`config.mk`:
```
export PLATFORM = sky130hd
export DESIGN_NAME = dice_player
export DESIGN_NICKNAME = d
export VERILOG_FILES = /design/src/rtl/dice_pkg.sv /design/src/rtl/dice_player_hold_timer.sv /design/src/rtl/dice_player.sv
export SDC_FILE = /design/constraint.sdc
export NUM_CORES = 1
export LEC_CHECK = 0
export BUFFER_PORTS_ARGS = -buffer_cell sky130_fd_sc_hd__clkbuf_2
export CAP_MARGIN = 40
export CORE_AREA = 2 2 70 99
export CTS_BUF_LIST = sky130_fd_sc_hd__clkbuf_4
export CTS_CLUSTER_DIAMETER = 30
export DETAILED_ROUTE_END_ITERATION = 6
export DIE_AREA = 0 0 72 101
export PLACE_DENSITY = 0.84
export SYNTH_ARGS = -nofsm -noshare
export SYNTH_HDL_FRONTEND = slang
export SYNTH_SLANG_ARGS = --single-unit
```
`constraint.sdc`:
```
create_clock -name clk -period 3.25 [get_ports clk]
set_clock_uncertainty 0.2 [all_clocks]
set_input_delay 0.65 -clock clk [delete_from_list [all_inputs] [get_ports clk]]
set_output_delay 0.65 -clock clk [all_outputs]
set_load 0.05 [all_outputs]
```
`src/rtl/dice_pkg.sv`:
```
// dice_pkg: shared state encoding and verdict codes for the dice player
package dice_pkg;
    typedef enum logic [3:0] {
        IDLE, CLR, GAP, ROLL_R, REL_R, ROLL_L, REL_L, SETTLE, SAMPLE
    } ply_state_t;
    localparam logic [2:0] D_LOSE = 3'b100;
    localparam logic [2:0] D_DRAW = 3'b010;
    localparam logic [2:0] D_WIN  = 3'b001;
    localparam int SETTLE_CYC = 2;
endpackage

```
`src/rtl/dice_player_hold_timer.sv`:
```
// hold_timer: loadable down-counter, expired while the count reads 1
module hold_timer #(
    parameter int HOLD_W = 8
) (
    input  logic              clk,
    input  logic              reset,
    input  logic              load,
    input  logic              en,
    input  logic [HOLD_W-1:0] value,
    output logic              expired
);
    logic [HOLD_W-1:0] cnt;
    always_ff @(posedge clk) begin
        if (reset) cnt <= '0;
        else if (load) cnt <= value;
        else if (en && cnt != '0) cnt <= cnt - 1'b1;
    end
    assign expired = cnt == HOLD_W'(1);
endmodule

```
`src/rtl/dice_player.sv`:
```
// dice_player: drives ER/EL for programmed hold times and tallies game verdicts
module dice_player
    import dice_pkg::*;
#(
    parameter int HOLD_W = 8,
    parameter int CNT_W  = 8
) (
    input  logic              clk,
    input  logic              reset,
    input  logic              start,
    input  logic [HOLD_W-1:0] hold_r,
    input  logic [HOLD_W-1:0] hold_l,
    input  logic [2:0]        D_in,
    input  logic [3:0]        SUM_in,
    output logic              game_clr,
    output logic              ER,
    output logic              EL,
    output logic              busy,
    output logic              done,
    output logic [3:0]        last_sum,
    output logic [2:0]        last_d,
    output logic [CNT_W-1:0]  wins,
    output logic [CNT_W-1:0]  draws,
    output logic [CNT_W-1:0]  losses,
    output logic [CNT_W-1:0]  errs
);
    ply_state_t        state;
    logic [HOLD_W-1:0] hr, hl, t_val;
    logic              t_load, t_en, t_exp;
    // the timer also paces SETTLE, loaded with SETTLE_CYC on leaving REL_L
    always_comb begin
        t_load = state inside {GAP, REL_R, REL_L};
        t_en   = state inside {ROLL_R, ROLL_L, SETTLE};
        t_val  = state == GAP ? hr : state == REL_R ? hl : HOLD_W'(SETTLE_CYC);
    end
    hold_timer #(.HOLD_W(HOLD_W)) u_timer (
        .clk(clk), .reset(reset), .load(t_load), .en(t_en), .value(t_val), .expired(t_exp)
    );
    always_ff @(posedge clk) begin
        if (reset) begin
            state    <= IDLE;
            hr       <= '0;
            hl       <= '0;
            game_clr <= 1'b0;
            ER       <= 1'b0;
            EL       <= 1'b0;
            busy     <= 1'b0;
            done     <= 1'b0;
            last_sum <= '0;
            last_d   <= '0;
            wins     <= '0;
            draws    <= '0;
            losses   <= '0;
            errs     <= '0;
        end else begin
            game_clr <= 1'b0;
            done     <= 1'b0;
            case (state)
                IDLE: if (start) begin
                    state    <= CLR;
                    hr       <= hold_r == '0 ? HOLD_W'(1) : hold_r;
                    hl       <= hold_l == '0 ? HOLD_W'(1) : hold_l;
                    game_clr <= 1'b1;
                    busy     <= 1'b1;
                end
                CLR: state <= GAP;
                GAP: begin
                    state <= ROLL_R;
                    ER    <= 1'b1;
                end
                ROLL_R: if (t_exp) begin
                    state <= REL_R;
                    ER    <= 1'b0;
                end
                REL_R: begin
                    state <= ROLL_L;
                    EL    <= 1'b1;
                end
                ROLL_L: if (t_exp) begin
                    state <= REL_L;
                    EL    <= 1'b0;
                end
                REL_L: state <= SETTLE;
                SETTLE: if (t_exp) begin
                    state <= SAMPLE;
                    done  <= 1'b1;
                end
                SAMPLE: begin
                    state    <= IDLE;
                    busy     <= 1'b0;
                    last_d   <= D_in;
                    last_sum <= SUM_in;
                    if (D_in == D_WIN) wins <= wins + CNT_W'(wins != '1);
                    else if (D_in == D_DRAW) draws <= draws + CNT_W'(draws != '1);
                    else if (D_in == D_LOSE) losses <= losses + CNT_W'(losses != '1);
                    else errs <= errs + CNT_W'(errs != '1);
                end
                default: state <= IDLE;
            endcase
        end
    end
endmodule
```
Word-level counts from Yosys, hierarchy flattened
Index checks and enable logic that the tools add are counted.

Register bits: 72. Latch bits: 0. RAM bits: 0. Bits in read-only memories: 0. Input port bits: 26. Output and inout bits: 44. Logic and storage cells: 85. Memories: 0.

Add/sub/neg operators: 5. Multiply operators: 0. Divide/modulo/power cells: 0. Magnitude comparators: 0. Eq/ne operators: 20. Shift operators: 0. Mux-type cells: 18. Bitwise gates (word level): 5. Reductions and logical operators: 22.

Operator list (number): two-way mux 8 bit (6); adder 8 x 1 -> 8 bit (4); != test 8 bit (second input constant) (4); one-hot mux 4 bit (8 select lines) (1); == test 4 x 3 -> 1 bit (second input constant) (4); zero test 8 bit (2); two-way mux 4 bit (4); AND reduction 4 bit (3); AND reduction 2 bit (5); == test 4 x 2 -> 1 bit (second input constant) (2); == test 8 x 1 -> 1 bit (second input constant) (1); != test 2 bit (second input constant) (4); nonzero test 2 bit (4); nonzero test 8 bit (1); subtractor 8 x 1 -> 8 bit (second input constant) (1); one-hot mux 1 bit (2 select lines) (3); nonzero test 3 bit (2); NOT 1 bit (5); == test 4 x 1 -> 1 bit (second input constant) (1); == test 4 bit (second input constant) (1); zero test 4 bit (1); two-way mux 1 bit (4); OR reduction 2 bit (2); == test 3 x 1 -> 1 bit (second input constant) (1); other kinds (4) (4).

Logic depth before layout (Yosys ltp)
Gate-level depths: netlist of the first run.

Word-level depth: 5. Depth in mapped cells: 8. Mapped depth without buffers: 8.

Hierarchy
A second synthesis of the first run with hierarchy kept.

Cells, all modules: 406. Area, all modules: 3457.1 sq um.

Modules (own cells, without submodules): dice_player (times used 1, cells an instance 347, area each 2932.8 sq um, seq. area each 1281.2 sq um); hold_timer (times used 1, cells an instance 59, area each 524.3 sq um, seq. area each 160.2 sq um).

Worst setup path before layout of the first run
OpenSTA, ideal clock, no wires.

Kind: flip-flop to flip-flop. Start point: register losses[2]. End point: register losses[4]. Setup time: 70 ps. Arrival: 2225 ps. Data required time: 2980 ps. Setup slack: 754 ps. Stages on the path, launching flop included: 9. Path buffers: 0. Period minus slack after synthesis: 2496 ps. Cell sequence: dfxtp_1 and4_1 nand3_1 ha_1 ha_1 inv_1 or4_4 or4_1 a21oi_1.

Longest elaborated chain between the ends: 2.

RTL lines: start: declaration (line dice_player.sv:24) `output logic [CNT_W-1:0] losses,`; start signal: assignment (line dice_player.sv:95) `else if (D_in == D_LOSE) losses <= losses + CNT_W'(losses != '1);`; != test 8 bit (line dice_player.sv:95); adder 8 x 1 -> 8 bit (*) (line dice_player.sv:95).

Mark *: on every way between the ends. The rest lies on a longest branch, timed or not. A chain may end at the register's enable or synchronous reset.

Worst setup path in the final report of the first run
Start point: register state[1]. End point: register losses[4].

Longest elaborated chain between the ends: 2.

RTL lines: start: declaration (line dice_player.sv:27) `ply_state_t state;`; start signal: assignment (line dice_player.sv:41) `state <= IDLE;`; start signal: assignment (line dice_player.sv:60) `state <= CLR;`; start signal: assignment (line dice_player.sv:66) `CLR: state <= GAP;`; == test 4 bit (line dice_player.sv:58) `case (state)`; AND reduction 4 bit (no source line).

No other way between the ends.

==> results of run 1 <==
## kinds of logic after synthesis
group / count (synthesis) / share of synthesized area
and+or+nand+nor: 180 / 0.2709
xor gates and xnor gates: 15 / 0.03718
muxes: 21 / 0.06020
AOI/OAI and AO/OA: 81 / 0.1409
adders and majority gates: 11 / 0.03895
buffers and inverters: 37 / 0.04391
DFF: 72 / 0.4079
## per-layer routing
| metal | part of all wire | GRT usage |
|---|---|---|
| met1 | 0.41 | 0.2759 |
| met4 | 0.025 | 0.1074 |
| met5 | 0 | 0 |
| met3 | 0.059 | 0.04400 |
| met2 | 0.50 | 0.4145 |
## how the worst max path moves through the flow
stage / start / end / slack [ns]
6_report: state[1] / losses[4] / 0.64
5_1_grt: u_timer.cnt[2] / u_timer.cnt[6] / 0.50
4_1_cts: state[1] / losses[6] / 0.64
3_5_place_dp: state[1] / losses[6] / 0.66
3_3_place_gp: state[1] / losses[6] / 0.73
2_1_floorplan: losses[2] / losses[4] / 0.75
## final cells by class
| class | count | share of cell area |
|---|---|---|
| repair buffers | 75 | 0.09645 |
| well taps | 74 | 0.02287 |
| flip-flops and latches | 72 | 0.3561 |
| clock buffers | 9 | 0.01669 |
| inverters | 11 | 0.01020 |
| multi-input cells | 308 | 0.4801 |
| clock inverters | 7 | 0.01762 |
## synthesized netlist by cell type (all sizes together) (2+ instances only)
cell / number / area [µm²]
o211ai: 2 / 15.01
nand2b: 4 / 25.02
or3: 8 / 50.05
nor3: 10 / 50.05
or2: 5 / 31.28
nand2: 30 / 112.6
nand3b: 6 / 45.04
nor3b: 2 / 15.01
or3b: 2 / 17.52
nor4: 9 / 56.30
nand3: 17 / 85.08
nor4b: 6 / 52.55
and3: 5 / 31.28
and2: 4 / 25.02
nand4: 10 / 62.56
a31oi: 2 / 12.51
nor2b: 4 / 25.02
ha: 11 / 137.6
xor2: 3 / 26.28
o31ai: 3 / 22.52
a21oi: 35 / 175.2
mux2: 2 / 22.52
clkbuf: 21 / 78.83
mux2i: 19 / 190.2
o21ai: 19 / 95.09
nor2: 47 / 176.4
and4: 2 / 17.52
o2111ai: 4 / 35.03
buf: 5 / 35.03
dfxtp: 72 / 1441
inv: 11 / 41.29
a22oi: 3 / 22.52
or4: 7 / 56.30
xnor2: 12 / 105.1
a2111oi: 2 / 17.52
## through the flow
| stage | hold WS, ns | setup WS (ns) | cells | area, µm² | power, µW |
|---|---|---|---|---|---|
| floorplan | 0.2349 | 0.7545 | 417 | 3533 | 1233 |
| global placement | 0.2421 | 0.7310 | 540 | 3909 | 1327 |
| detailed placement | 0.2502 | 0.6642 | 540 | 3909 | 1337 |
| CTS | 0.2267 | 0.6440 | 556 | 4048 | 1896 |
| global route | 0.2245 | 0.5040 | 556 | 4048 | 1978 |
| finish | 0.2381 | 0.6374 | 556 | 4048 | 1895 |
## flip-flops by register name, indices dropped and copies added (netlist names)
signal and cells:
draws 8, hl 8, ER 1, state 4, EL 1, losses 8
wins 8, errs 8, last_sum 4, game_clr 1, busy 1, hr 8
done 1, last_d 3, u_timer.cnt 8
## critical path, cell delays in order (launching register included)
cell and delay [ns]:
dfxtp_1 0.52, or4b_4 0.72, or4_4 0.55, or4_1 0.42, a21oi_1 0.15
## power by group through the flow
stage	clock network (µW)	registers [µW]	logic (µW)
after floorplan	0	976	257
final	568	972	354
after CTS	578	970	348
after detailed placement	0	990	346
after global placement	0	987	340
after global routing	615	977	385
==> flow_summary.yaml, run 1 <==
outcome:
  status: "finished, final reports clean"
floorplanning:
  core_mm2: 0.006437
  die_area_mm2: 0.007272
  dieWidth_um: 72
  io_pins: 70
  start_util: 0.5489
  rows: 35
  die_y_um: 101
route:
  drt-total-wl_mm: 8.502
  via_per_inst: 6.029
  drtPass1Iterations: 5
  routedWlPerCell_um: 15.29
  drtAntennaViolNets: 0
  drtIter0Drc: 198
  remaining_drc_errors: 0
  num_vias: 3352
critical_path:
  cp-start-kind: "flop"
  r2r_end: "losses[4]"
  worst_ep_required_time_ns: 3.42
  worstPathArrival_ns: 2.78
  rr_worst_depth: 4
  r2r-start: "state[1]"
  worst_setup_path_end_kind: "flop"
  crit_fanout: 20
  rrSetupSlack_ns: 0.64
  critPathKind: "flop to flop"
logic_synthesis:
  synth_area_per_cell_um2: 8.473
  syn_area_mm2: 0.003533
  syn_nets: 454
  ys_seq_area_frac: 0.4079
  postSynthCellCount: 417
  yosysWarnings: 0
  synthDistinctLibCells: 51
  ys.flop_type: "dfxtp_1"
  synth-edff-count: 0
  ys_ff_latch: 72
  synthArstFlopShare: 0
timing:
  finalCriticalPeriod_ns: 2.613
  rsz0062_at_grt: "no"
  fin_crit_sh: 0.8039
  slew_violations: 0
  finalSetupTns_ns: 0
  relSlewSlack: 0.3896
  hold_viol_final: 0
  setup_viol: 0
  worstMarginPinSlew_ns: 0.9156
  max_freq_mhz: 382.8
power:
  intPower_uw: 1303
  p_comb_frac: 0.187
  p_switching_uw: 591.6
  max-vdd-ir-drop_mv: 0.3015
  p_seq_frac: 0.513
  p_per_area_mw_per_mm2: 468.1
  pwr-share-clk: 0.300
  p_leak_uw: 0.001570
  switching_share: 0.3123
clocking:
  clkTransAtPathRegs_ns: 0.13
  clk_latency_ns: 0.42
  cts_made_buffers: 9
  clk_path_buf_depth: 2
  holdBufCountCts: 0
  cts_setup_buffers: 0
  cts-htree-levels: 3
  clkSinkCount: 72
  cts-resized-gates: 0
  clockRootBuffer: "clkbuf_4"
  cts_tree: "built"
global_routing:
  grt_start_max_net_pins: 37
  grt_pass1_vias: 3051
  grt_pass1_wl_mm: 13.69
  grtUsageTotal: 0.2365
  overflow: 0
  antenna_found_initial: 0
min_path:
  worstHoldStart: "SUM_in[1]"
  hold_depth: 3
  hold_class: "input port to flop"
  hold_end: "last_sum[1]"
placement:
  place_hpwl_mm: 6.123
  port_buffers: 69
  place_congestion: 0.9246
finish:
  nets: 514
  n_antenna_cell: 0
  layout_commonest_cell: "dfxtp_1"
  drive_gt1_frac: 0.2158
  fin_util: 0.6288
  seq_area_mm2: 0.001441
  n_fill_cell: 550
  area_growth_syn_to_layout_pct: 14.55
  final_cell_mix: "dfxtp_1, clkbuf_2, nor2_1"
  multi_input_area_mm2: 0.001943
flow_run:
  max_cap_viol_count: 0
No activity file was read; power rests on OpenSTA's default activity.
==> run 2: changes to the inputs <==
--- a/config.mk
+++ b/config.mk
@@ -7,12 +7,12 @@
 export LEC_CHECK = 0
 export BUFFER_PORTS_ARGS = -buffer_cell sky130_fd_sc_hd__clkbuf_2
 export CAP_MARGIN = 40
-export CORE_AREA = 2 2 70 99
+export CORE_AREA = 2 2 74 104
 export CTS_BUF_LIST = sky130_fd_sc_hd__clkbuf_4
 export CTS_CLUSTER_DIAMETER = 30
 export DETAILED_ROUTE_END_ITERATION = 6
-export DIE_AREA = 0 0 72 101
-export PLACE_DENSITY = 0.84
+export DIE_AREA = 0 0 76 106
+export PLACE_DENSITY = 0.8
 export SYNTH_ARGS = -nofsm -noshare
 export SYNTH_HDL_FRONTEND = slang
 export SYNTH_SLANG_ARGS = --single-unit
==> constraint.sdc (replaced) <==
create_clock -name clk -period 2.4 [get_ports clk]
set_clock_uncertainty 0.2 [all_clocks]
set_input_delay 0.48 -clock clk [delete_from_list [all_inputs] [get_ports clk]]
set_output_delay 0.48 -clock clk [all_outputs]
set_load 0.05 [all_outputs]
==> run 2 against run 1 <==
Count of clock-buffer cells in the layout up 1. Routed wire length rose by 0.32%. Flip-flop and latch count is the same. Critical path type unchanged. Largest cell class unchanged. Largest power group unchanged. Highest routed layer unchanged.
==> flow_summary.yaml, run 2 (synthesized netlist as in run 1, its figures left out) <==
critical_path:
  critPathKind: "flop to flop"
  slowest_delay_ns: 0.51
  cp_slowest_cell: "or4_4"
  worst_ep_required_time_ns: 2.54
  worst_setup_path_end_kind: "flop"
  path_common_cell: "or4_4"
  crit_fanout: 5
  cp-start-kind: "flop"
  worstPathArrival_ns: 2.44
  cp_cell_sequence: "and3_1, nand3_2, ha_4, ha_1, inv_1, or4_4, or4_4, a21oi_1"
power:
  finalPower_uw: 2669
  max-vdd-ir-drop_mv: 0.4599
  p_leak_uw: 0.001691
  p_per_area_mw_per_mm2: 624.4
clocking:
  clkSinkCount: 72
  cts_made_buffers: 9
  clk_path_buf_depth: 2
  clk_latency_ns: 0.42
  cts_tree: "built"
  clockRootBuffer: "clkbuf_4"
  cts-htree-levels: 3
  clkTransAtPathRegs_ns: 0.13
placement:
  pre_cts_ws_ns: 0.03131
  dp_cells: 578
  place_hpwl_mm: 6.393
  port_buffers: 69
  place_congestion: 0.9409
finish:
  nets: 532
  n_antenna_cell: 0
  area_growth_syn_to_layout_pct: 20.96
  final_cell_mix: "clkbuf_2, dfxtp_1, nor2_1"
  final_cells: 597
  drive_gt1_frac: 0.2680
  layout_commonest_cell: "clkbuf_2"
  fin_util: 0.5956
global_routing:
  antenna_found_initial: 0
  grt_pass1_wl_mm: 14.98
  grt_pass1_vias: 3306
  grtUsageTotal: 0.2250
  overflow: 0
  grt_start_max_net_pins: 30
route:
  drtAntennaViolNets: 0
  routedWlPerCell_um: 14.29
  drtPass1Iterations: 4
  via_per_inst: 5.546
  num_vias: 3311
  drt-total-wl_mm: 8.529
  drtIter0Drc: 152
  remaining_drc_errors: 0
timing:
  relSlewSlack: 0.6886
  fin_crit_sh: 0.9574
  worstMarginPinSlew_ns: 0.4553
  slew_violations: 0
  hold_viol_final: 0
  finalCriticalPeriod_ns: 2.298
  setup_ws_ns: 0.1023
  max_freq_mhz: 435.2
  setup_viol: 0
  finalSetupTns_ns: 0
  rsz0062_at_grt: "no"
outcome:
  status: "finished, final reports clean"
floorplanning:
  rows: 37
  die_y_um: 106
  core_mm2: 0.007176
  start_util: 0.4924
  die_area_mm2: 0.008056
  io_pins: 70
  dieWidth_um: 76
min_path:
  hold_class: "input port to flop"
flow_run:
  max_cap_viol_count: 0
==> run 2: final timing paths <==
check / from / end / slack (ns) / cells past startpoint
setup / recovery: losses[4] / losses[4] / 0.10 / 8
hold / removal: SUM_in[3] / last_sum[3] / 0.08 / 3
setup reg to reg: losses[4] / losses[4] / 0.10 / 8
hold reg to reg: last_d[1] / last_d[1] / 0.26 / 2
==> run 2: per-stage QoR <==
step	cell area, µm²	hold slack, ns
finish	4274	0.07914
global route	4274	0.06385
floorplan	3542	0.2349
CTS	4230	0.05026
detailed placement	4059	0.2502
global placement	4059	0.2414
==> run 2: report_power, final <==
group	leakage [µW]	internal, µW	switching [µW]	total, µW
sequential	0.000588	1250	40.7	1290
clock	0.0000901	431	427	858
combinational	0.00101	221	302	523
total	0.00169	1900	770	2670
==> run 2: area by class of cell <==
type | count | area [µm²]
fillers | 637 | 2902
well taps | 97 | 121.4
multi-input cells | 308 | 1972
flip-flops and latches | 72 | 1455
repair buffers | 93 | 525.5
inverters | 11 | 41.29
clock buffers | 10 | 75.07
clock inverters | 6 | 83.83
==> run 2: layer usage <==
layer	share of wire	GRT usage	routed length [µm]	up-vias
met2	0.53	0.4184	4525	88
met1	0.41	0.2479	3527	1543
met5	0	0	0	-
met4	0.015	0.09481	131	0
met3	0.040	0.04499	344	10
li1	-	-	-	1670
==> run 2: what timing repair did <==
| action | CTS | global route |
|---|---|---|
| gates resized for setup | 2 | 6 |
| pin swaps | 0 | 3 |
| endpoints found under the hold margin | 0 | 0 |
| setup endpoints to repair | 1 | 2 |
| hold buffers | 0 | 0 |
| setup buffers | 1 | 2 |
==> run 2: worst max-delay path: cells and delay by family, from the launching register on <==
kind	cells	cell delay (ns)
AO/OA/AOI/OAI	1	0.15
AND/OR/NAND/NOR	4	1.21
buffers and inverters	1	0.04
flip-flops	1	0.37
adder cells (fa/ha/maj)	2	0.27
